`config.mk`:
```
export PLATFORM = sky130hd
export DESIGN_NAME = modmul_controller
export DESIGN_NICKNAME = d
export VERILOG_FILES = /design/src/rtl/modmul_pkg.sv /design/src/rtl/modmul_ctrl_decode.sv /design/src/rtl/modmul_controller.sv
export SDC_FILE = /design/constraint.sdc
export NUM_CORES = 1
export LEC_CHECK = 0
export CAP_MARGIN = 20
export CELL_PAD_IN_SITES_DETAIL_PLACEMENT = 1
export CELL_PAD_IN_SITES_GLOBAL_PLACEMENT = 1
export CORE_UTILIZATION = 25
export DETAILED_ROUTE_END_ITERATION = 8
export GPL_TIMING_DRIVEN = 0
export PLACE_DENSITY = 0.82
export SYNTH_ARGS = -nofsm -noshare
export SYNTH_HDL_FRONTEND = slang
export SYNTH_SLANG_ARGS = --single-unit
```
`constraint.sdc`:
```
create_clock -name clk -period 1.6 [get_ports clk]
set_input_delay 0.24 -clock clk [delete_from_list [all_inputs] [get_ports clk]]
set_output_delay 0.24 -clock clk [all_outputs]
set_load 0.02 [all_outputs]
```
`src/rtl/modmul_pkg.sv`:
```
// Shared encodings for the modular-multiplication controller: FSM states,
// Control_Signal / Status_Signal bit positions and the iteration count.
package modmul_pkg;

  localparam int unsigned Iter  = 8;
  localparam int unsigned CtrlW = 15;
  localparam int unsigned StatW = 3;

  // Control_Signal bit positions
  localparam int unsigned CtrlLoadA    = 14;
  localparam int unsigned CtrlLoadN    = 13;
  localparam int unsigned CtrlLoadCoun = 12;
  localparam int unsigned CtrlLoadB    = 11;
  localparam int unsigned CtrlShiftB   = 10;
  localparam int unsigned CtrlLoadC    = 9;
  localparam int unsigned CtrlShiftC   = 8;
  localparam int unsigned CtrlSCoun    = 7;
  localparam int unsigned CtrlSComp1   = 6;
  localparam int unsigned CtrlSComp2   = 5;
  localparam int unsigned CtrlSAs1     = 4;
  localparam int unsigned CtrlSAs2Hi   = 3;
  localparam int unsigned CtrlSAs2Lo   = 2;
  localparam int unsigned CtrlSC       = 1;
  localparam int unsigned CtrlAs       = 0;

  // Status_Signal bit positions
  localparam int unsigned StatGe   = 0;
  localparam int unsigned StatBMsb = 1;
  localparam int unsigned StatZero = 2;

  typedef enum logic [2:0] {
    StIdle,
    StLoad,
    StInit,
    StShift,
    StRed1,
    StAdd,
    StRed2,
    StDone
  } state_t;

endpackage

```
`src/rtl/modmul_ctrl_decode.sv`:
```
// Mealy decode of FSM state plus datapath status into the 15-bit control word.
module modmul_ctrl_decode
  import modmul_pkg::*;
(
  input  state_t           state,
  input  logic [StatW-1:0] status,
  output logic [CtrlW-1:0] ctrl
);

  always_comb begin
    ctrl = '0;
    unique case (state)
      StLoad: begin
        ctrl[CtrlLoadA] = 1'b1;
        ctrl[CtrlLoadN] = 1'b1;
        ctrl[CtrlLoadB] = 1'b1;
      end
      StInit: begin
        // counter := Iter (S_Coun=0), C := 0 (S_C=1)
        ctrl[CtrlLoadCoun] = 1'b1;
        ctrl[CtrlLoadC]    = 1'b1;
        ctrl[CtrlSC]       = 1'b1;
      end
      StShift: ctrl[CtrlShiftC] = 1'b1;
      StRed1: begin
        ctrl[CtrlSComp1] = 1'b1;
        if (status[StatGe]) begin
          ctrl[CtrlLoadC] = 1'b1;
          ctrl[CtrlAs]    = 1'b1;
          ctrl[CtrlSAs1]  = 1'b1;
        end
      end
      StAdd: begin
        if (status[StatBMsb]) begin
          ctrl[CtrlLoadC]                 = 1'b1;
          ctrl[CtrlSAs2Hi:CtrlSAs2Lo]     = 2'b01;
        end
      end
      StRed2: begin
        ctrl[CtrlSComp2]   = 1'b1;
        ctrl[CtrlShiftB]   = 1'b1;
        ctrl[CtrlLoadCoun] = 1'b1;
        ctrl[CtrlSCoun]    = 1'b1;
        if (status[StatGe]) begin
          ctrl[CtrlLoadC] = 1'b1;
          ctrl[CtrlAs]    = 1'b1;
          ctrl[CtrlSAs1]  = 1'b1;
        end
      end
      default: ctrl = '0;
    endcase
  end

endmodule

```
`src/rtl/modmul_controller.sv`:
```
// Sequencer for shift-and-add modular multiplication C = A*B mod N.
// Optional abort/err ports are enabled by defining MODMUL_CTRL_ABORT_EN.
module modmul_controller
  import modmul_pkg::*;
(
  input  logic             clk,
  input  logic             rst,
  input  logic             start,
  input  logic [StatW-1:0] Status_Signal,
  output logic [CtrlW-1:0] Control_Signal,
  output logic             busy,
  output logic             done
`ifdef MODMUL_CTRL_ABORT_EN
  ,
  input  logic             abort,
  output logic             err
`endif
);

  state_t state_q;

  always_ff @(posedge clk or negedge rst) begin
    if (!rst) begin
      state_q <= StIdle;
      busy    <= 1'b0;
      done    <= 1'b0;
`ifdef MODMUL_CTRL_ABORT_EN
      err     <= 1'b0;
`endif
    end else begin
      done <= 1'b0;
      unique case (state_q)
        StIdle: begin
          if (start) begin
            state_q <= StLoad;
            busy    <= 1'b1;
`ifdef MODMUL_CTRL_ABORT_EN
            err     <= 1'b0;
`endif
          end
        end
        StLoad:  state_q <= StInit;
        StInit:  state_q <= StShift;
        StShift: state_q <= StRed1;
        StRed1:  state_q <= StAdd;
        StAdd:   state_q <= StRed2;
        StRed2: begin
          if (Status_Signal[StatZero]) begin
            state_q <= StDone;
            done    <= 1'b1;
          end else begin
            state_q <= StShift;
          end
        end
        StDone: begin
          // A held start chains straight into the next operation.
          if (start) begin
            state_q <= StLoad;
`ifdef MODMUL_CTRL_ABORT_EN
            err     <= 1'b0;
`endif
          end else begin
            state_q <= StIdle;
            busy    <= 1'b0;
          end
        end
        default: begin
          state_q <= StIdle;
          busy    <= 1'b0;
        end
      endcase
`ifdef MODMUL_CTRL_ABORT_EN
      if (abort && state_q != StIdle && state_q != StDone) begin
        state_q <= StIdle;
        busy    <= 1'b0;
        done    <= 1'b0;
        err     <= 1'b1;
      end
`endif
    end
  end

  modmul_ctrl_decode u_decode (
    .state  (state_q),
    .status (Status_Signal),
    .ctrl   (Control_Signal)
  );

endmodule

```
==> results_dict.tcl, run 1 <==
set metrics [dict create \
    outcome "complete, no violations" \
    cpPeakStageDelay_ns 0.37 \
    worst_setup_path_start_kind "register" \
    start_util_pct 27.0 \
    vias_per_cell 4.43 \
    r2r-start "state_q[0]$_DFFE_PN0P_" \
    placementRows 13 \
    required_ns 1.36 \
    drt-met1-wl_um 394 \
    vias 363 \
    die_x_um 39.7 \
    cap_violations 0 \
    numClockSinks 5 \
    io_buffers 21 \
    dp_hpwl_um 720 \
    finalCriticalPeriod_ns 1.54 \
    syn_avg_cell_area_um2 9.11 \
    pre_cts_ws_ns -0.283 \
    drtAntennaViolNets 0 \
    synth_nets 45 \
    cpMaxStageDelayCell "dfrtp_1" \
    hold_violations 0 \
    htreeDepth 1 \
    wl_met3_um 52 \
    firstDrtPassIters 1 \
    yosysWarningCount 0 \
    cp_cell_sequence "buf_6, and2b_4, and2_4, buf_4, buf_6" \
    path_max_fanout 8 \
    worstPathArrival_ns 1.30 \
    power_density_mw_per_mm2 2130 \
    grt_max_degree 11 \
    die_h_um 39.7 \
    rsz0062_at_grt "no" \
    grt_pass1_wl_um 1330 \
    numCtsBuffers 3 \
    max_freq_mhz 648 \
    clkLatencyLatePin_ns 0.24 \
    drcViolationCount 0 \
    crit_start "state_q[1]$_DFFE_PN0P_" \
    finClkSkew_ns 0.000672 \
    crit_buf_inv 3 \
    synth.distinct_cells 21 \
    ys_seq_area_share_pct 35.2 \
    core_area_mm2 0.00132 \
    timing.final.crit_share_pct 96.4 \
    dieArea_mm2 0.00158 \
    peakVddDrop_mv 0.704 \
    grt_util_all_layers_pct 13.2 \
    cts_root_buffer "clkbuf_4" \
    path_class "reg -> out" \
    io_pins 23 \
    synth.ff_latch_count 5 \
    holdCritPathClass "in -> async" \
    place_inst 75 \
    fin_area_um2 621 \
    area_growth_pct 74.6 \
    cpLargestDelayFamily "buffers and inverters" \
    setup_slack_ns 0.0573 \
    cts.path.max_buffers 2 \
    wl_per_cell_um 11.8 \
    timing.setup.tns_ns 0 \
    cts.reportedPaths.clkPinSlew_ns 0.04 \
    setup-violations-final 0 \
    postPlaceCellArea_um2 589 \
    wirelength_um 971 \
    drive_above_1_share_pct 46.3 \
    grt-ovfl-total 0 \
    route.met2.wl_um 507 \
    antenna_found_initial 0 \
    tritoncts "done" \
    gp_congestion 0.670 \
    path_common_cell "buf_6" \
    crit_path_end_kind "output port" \
    syn_area_um2 355 \
    diodes 0 \
    grt_pass1_vias 295 \
    power.leakage_uw 0.000330 \
    routed.top_layer "met4" \
    syn_inst 39 \
    dr.first_iter.drc_count 0 \
    nNetsFinal 74 \
    instances_no_fill 82 \
    finalMaxSlewViolations 0 \
]
==> through the flow <==
step	total power (µW)	utilization, %	hold WS (ns)
3_3_place_gp	1130	44.7	0.474
4_1_cts	1280	46.2	0.213
2_1_floorplan	788	-	-0.0556
5_1_grt	1430	47.1	0.234
3_5_place_dp	1150	44.7	0.476
6_report	1320	47.1	0.215
==> synth_stat cells <==
master | n | share of area [%]
a21o_1 | 1 | 2.1
a21oi_1 | 2 | 2.8
and2_1 | 1 | 1.8
and2b_4 | 1 | 2.8
and3_1 | 1 | 1.8
and3b_1 | 2 | 4.9
buf_4 | 9 | 19
conb_1 | 1 | 1.1
dfrtp_1 | 5 | 35
inv_1 | 1 | 1.1
mux2i_1 | 1 | 2.8
nand2_1 | 3 | 3.2
nor2_1 | 2 | 2.1
nor2b_1 | 1 | 1.8
nor3b_1 | 2 | 4.2
nor3b_2 | 1 | 3.5
o21ai_0 | 1 | 1.4
o21ai_1 | 1 | 1.4
o21bai_1 | 1 | 2.1
o2bb2ai_1 | 1 | 2.5
xor2_1 | 1 | 2.5
==> path summary, 6_finish.rpt <==
check | cells after the start | slack [ns] | end
worst max-delay path | 5 | 0.06 | Control_Signal[10]
worst min-delay path | 1 | 0.21 | state_q[1]$_DFFE_PN0P_
worst max register to register | 3 | 0.60 | state_q[2]$_DFFE_PN0P_
worst min register to register | 2 | 0.54 | busy$_DFFE_PN0P_
max in group asynchronous | 1 | 1.20 | state_q[2]$_DFFE_PN0P_
min in group clk | 2 | 0.54 | busy$_DFFE_PN0P_
==> registers in the layout, indices dropped and copies added (netlist names) <==
| name | flops |
|---|---|
| done | 1 |
| state_q | 3 |
| busy | 1 |
==> final cells by class <==
cell class,instances,area [µm²]
Buffer,9,75.1
Clock buffer,4,26.3
Fill cell,158,697
Inverter,1,3.75
Multi-Input combinational cell,24,176
Sequential cell,5,125
Tap cell,15,18.8
Timing Repair Buffer,24,195
==> worst reg2reg max path, cell delays in order, from the launching register on <==
cell and delay, ns:
dfrtp_1 0.38, buf_4 0.17, and3b_1 0.18, a21o_1 0.15
==> cells by family after synthesis <==
family          count (synthesis)  share of synthesized area (%)
other cells                     1                           1.06
flops                           5                           35.2
simple gates                   14                           26.1
buf+inv                        10                           20.1
compound gates                  7                           12.3
xor+xnor                        1                           2.47
mux                             1                           2.82
==> placed cells by master, fill, tap and decap left out, types with 2 or more instances in the layout <==
cell,n
a21oi_1,2
and3b_1,2
buf_2,4
buf_4,13
buf_6,4
clkbuf_2,2
clkbuf_4,3
clkdlybuf4s50_1,7
dfrtp_1,5
dlygate4sd2_1,2
nand2_1,3
nor2_1,2
==> report_power, final <==
group	switching [µW]	total, µW	internal [µW]
sequential	32.9	213	180
clock	51.5	146	94.3
combinational	487	962	476
==> what timing repair did <==
action	in CTS	in global routing
setup buffers	0	3
pin swaps	0	1
resized for setup	46	9
hold buffers	0	0
endpoints found under the setup margin	14	10
==> per-layer routing <==
metal,vias up,GRT usage [%]
met5,-,0
met4,0,7.76
met3,2,2.84
met2,15,21.3
met1,166,15.8
li1,180,-
Note: power is estimated with default switching activity, not from simulation.
==> run 2, diff against run 1 <==
--- a/constraint.sdc
+++ b/constraint.sdc
@@ -3,2 +3,2 @@
 set_output_delay 0.24 -clock clk [all_outputs]
-set_load 0.02 [all_outputs]
+set_load 0.1 [all_outputs]
==> results_dict.tcl, run 2 (synthesized netlist as in run 1, its figures left out) <==
set metrics [dict create \
    largest_reg_flops 3 \
    wl_met3_um 37 \
    dieArea_mm2 0.00158 \
    core_area_mm2 0.00132 \
    cp_cell_sequence "buf_6, and2b_4, and2_4, buf_12, buf_12" \
    htreeDepth 1 \
    worstPathArrival_ns 1.40 \
    mostFrequentLayoutCells "buf_4, buf_12, buf_6" \
    violations "negative setup slack" \
    drtAntennaViolNets 0 \
    vias_per_cell 4.44 \
    timing.final.crit_share_pct 102 \
    crit_buf_inv 3 \
    grt_max_degree 10 \
    area_growth_pct 138 \
    firstDrtPassIters 2 \
    worst_setup_path_start_kind "register" \
    path_depth 5 \
    drt-met1-wl_um 476 \
    setup-violations-final 5 \
    io_pins 23 \
    top_register "state_q" \
    numClockSinks 5 \
    cts.reportedPaths.clkPinSlew_ns 0.04 \
    cpPeakStageDelay_ns 0.38 \
    cpMaxStageDelayCell "dfrtp_1" \
    cap_violations 0 \
    largest_registers "state_q (3), busy (1), done (1)" \
    drive_above_1_share_pct 60.6 \
    max_freq_mhz 611 \
    holdCritPathClass "in -> async" \
    drcViolationCount 0 \
    dr.first_iter.drc_count 2 \
    timing.setup.tns_ns -0.150 \
    tightest_slew_ns 0.545 \
    io_buffers 21 \
    path_class "reg -> out" \
    numCtsBuffers 3 \
    setup_slack_ns -0.0357 \
    hold_violations 0 \
    crit_path_end_kind "output port" \
    vias 382 \
    grt_pass1_wl_um 1630 \
    rsz0062_at_grt "yes" \
    path_common_cell "buf_12" \
    relSlewSlack_pct 63.9 \
    wl_per_cell_um 13.4 \
    nNetsFinal 78 \
    r2r_cells 5 \
    cpLargestDelayFamily "buffers and inverters" \
    required_ns 1.36 \
    die_h_um 39.7 \
    antenna_found_initial 0 \
    clkLatencyLatePin_ns 0.24 \
    grt-ovfl-total 0 \
    placementRows 13 \
    grt_util_all_layers_pct 16.3 \
    path_max_fanout 9 \
    routed.top_layer "met3" \
    wirelength_um 1150 \
    start_util_pct 27.0 \
    finalMaxSlewViolations 0 \
    cts_root_buffer "clkbuf_4" \
    finClkSkew_ns 0.00156 \
    cts.path.max_buffers 2 \
    gp_congestion 0.762 \
    route.met2.wl_um 639 \
    pre_cts_ws_ns -0.796 \
    die_x_um 39.7 \
    grt_pass1_vias 378 \
    fin_util_pct 64.1 \
    finalCriticalPeriod_ns 1.64 \
    tritoncts "done" \
    outcome "complete, but fails checks" \
    diodes 0 \
    cts_hold_buf 0 \
]
-- run 2: changes by cell type in the layout (fill, tap and decap cells not counted), moves of 3 or more --
| cell | previous run | this run |
|---|---|---|
| buf_2 | 4 | 0 |
| buf_12 | 0 | 10 |
| buf_6 | 4 | 7 |
| buf_4 | 13 | 10 |
-- run 2: final cells by class --
type                            count  area (µm²)
Tap cell                           15        18.8
Inverter                            1        3.75
Timing Repair Buffer               28         340
Multi-Input combinational cell     24         206
Clock buffer                        4        26.3
Buffer                              9         124
Sequential cell                     5         125
Fill cell                         132         473
-- run 2: final timing paths --
path / startpoint / end / slack (ns)
setup / recovery: state_q[1]$_DFFE_PN0P_ / Control_Signal[7] / -0.04
hold / removal: rst / busy$_DFFE_PN0P_ / 0.22
setup reg to reg: state_q[0]$_DFFE_PN0P_ / busy$_DFFE_PN0P_ / 0.53
hold reg to reg: busy$_DFFE_PN0P_ / busy$_DFFE_PN0P_ / 0.58
max in group asynchronous: rst / done$_DFF_PN0_ / 1.19
min in group clk: busy$_DFFE_PN0P_ / busy$_DFFE_PN0P_ / 0.58
-- run 2: worst register-to-register path, delay by kind of cell (launching register included) --
family	cells	cell delay [ns]
buffers and inverters	2	0.30
AND/OR/NAND/NOR	1	0.09
flip-flops	1	0.41
AO/OA/AOI/OAI	2	0.19
-- run 2: what timing repair did --
action / 4_1_cts / 5_1_grt
cloned: 0 / 0
resized for setup: 110 / 8
setup endpoints to repair: 16 / 11
buffers inserted: 6 / 1
pin swaps: 1 / 0
-- run 2: layer usage --
layer,up-vias,global-route usage [%]
met5,-,0
met3,0,1.70
li1,187,-
met1,182,17.5
met4,0,10.3
met2,13,29.5
-- run 2: metrics by stage --
step / instances / cell area [µm²] / hold WS [ns]
global placement: 75 / 684 / 0.473
floorplan: 39 / 455 / -0.0556
CTS: 85 / 806 / 0.220
global route: 86 / 845 / 0.227
detailed placement: 75 / 684 / 0.479
finish: 86 / 845 / 0.222
Power of run 2 is left out: the tool's default activity adds up to more than one toggle a clock period on the data nets, which glitch-free logic cannot reach.
==> run 3, diff against run 2 <==
clock period = 2.1 ns   (was 1.6 ns; I/O delays follow)
==> results_dict.tcl, run 3 (synthesized netlist as in run 1, its figures left out) <==
set metrics [dict create \
    outcome "complete, no violations" \
    relSlewSlack_pct 35.1 \
    htreeDepth 1 \
    antenna_found_initial 0 \
    numClockSinks 5 \
    wl_per_cell_um 12.3 \
    vias_per_cell 4.49 \
    required_ns 1.78 \
    timing.final.crit_share_pct 96.6 \
    gp_congestion 0.704 \
    die_h_um 39.7 \
    dieArea_mm2 0.00158 \
    holdCritPathClass "in -> async" \
    nNetsFinal 71 \
    start_util_pct 27.0 \
    wirelength_um 970 \
    rsz0062_at_grt "no" \
    largest_reg_flops 3 \
    tightest_slew_ns 0.971 \
    vias 355 \
    mostFrequentLayoutCell "clkdlybuf4s15_2" \
    diodes 0 \
    grt_util_all_layers_pct 14.9 \
    area_growth_pct 83.5 \
    grt_max_degree 11 \
    hold_violations 0 \
    path_max_fanout 10 \
    crit_start "state_q[1]$_DFFE_PN0P_" \
    io_pins 23 \
    finClkSkew_ns 0.00242 \
    top_register "state_q" \
    drtAntennaViolNets 0 \
    clkLatencyLatePin_ns 0.24 \
    worstPathArrival_ns 1.71 \
    cap_violations 0 \
    placementRows 13 \
    cts.reportedPaths.clkPinSlew_ns 0.04 \
    r2r-start "state_q[0]$_DFFE_PN0P_" \
    firstDrtPassIters 3 \
    worst_setup_path_start_kind "register" \
    core_area_mm2 0.00132 \
    drcViolationCount 0 \
    grt_pass1_wl_um 1490 \
    die_x_um 39.7 \
    mostFrequentLayoutCells "clkdlybuf4s15_2, buf_4, clkdlybuf4s50_1" \
    finalCriticalPeriod_ns 2.03 \
    max_freq_mhz 493 \
    path_class "reg -> out" \
    dp_hpwl_um 800 \
    grt_pass1_vias 336 \
    drive_above_1_share_pct 50.0 \
    largest_registers "state_q (3), busy (1), done (1)" \
    setup_slack_ns 0.0711 \
    dr.first_iter.drc_count 2 \
    tritoncts "done" \
    timing.setup.tns_ns 0 \
    finalMaxSlewViolations 0 \
    pre_cts_ws_ns -0.462 \
    io_buffers 21 \
    grt-ovfl-total 0 \
    cts_hold_buf 0 \
    cts_root_buffer "clkbuf_4" \
    cts.path.max_buffers 2 \
    numCtsBuffers 3 \
    setup-violations-final 0 \
    crit_path_end_kind "output port" \
]
==> run 3: stage by stage <==
stage	std cells	util, %	area [µm²]	hold slack [ns]
final	79	49.5	652	0.294
after global placement	75	46.9	618	0.539
after floorplan	39	-	389	0.0194
after detailed placement	75	46.9	618	0.556
after global routing	79	49.5	652	0.299
after CTS	79	49.8	656	0.295
==> run 3: per-layer routing <==
| metal | vias up | GRT usage (%) | wire, µm |
|---|---|---|---|
| li1 | 171 | - | - |
| met1 | 170 | 16.6 | 391 |
| met2 | 12 | 25.4 | 531 |
| met3 | 2 | 2.27 | 35 |
| met4 | 0 | 10.3 | 12 |
| met5 | - | 0 | 0 |
==> run 3: worst paths after layout <==
path	end	slack (ns)	cells after the start
min in group clk	busy$_DFFE_PN0P_	0.60	2
max reg2reg	state_q[2]$_DFFE_PN0P_	1.07	3
min	state_q[0]$_DFFE_PN0P_	0.29	1
min reg2reg	busy$_DFFE_PN0P_	0.60	2
max in group asynchronous	done$_DFF_PN0_	1.61	1
max	Control_Signal[12]	0.07	3
==> run 3: worst max-delay path: stages, from the launching register on <==
cell             delay [ns]
dfrtp_1                0.33
buf_6                  0.15
and2b_4                0.17
clkdlybuf4s15_1        0.81
==> run 3: cell type report <==
class                           count  area (µm²)
Clock buffer                        4        26.3
Tap cell                           15        18.8
Sequential cell                     5         125
Inverter                            1        3.75
Multi-Input combinational cell     24         189
Timing Repair Buffer               21         218
Buffer                              9        71.3
Fill cell                         153         666
==> run 3: timing repair <==
item | CTS | global route
setup endpoints to repair | 14 | 4
resized for setup | 40 | 5
buffers inserted | 0 | 0
Power of run 3 is left out for the same reason.
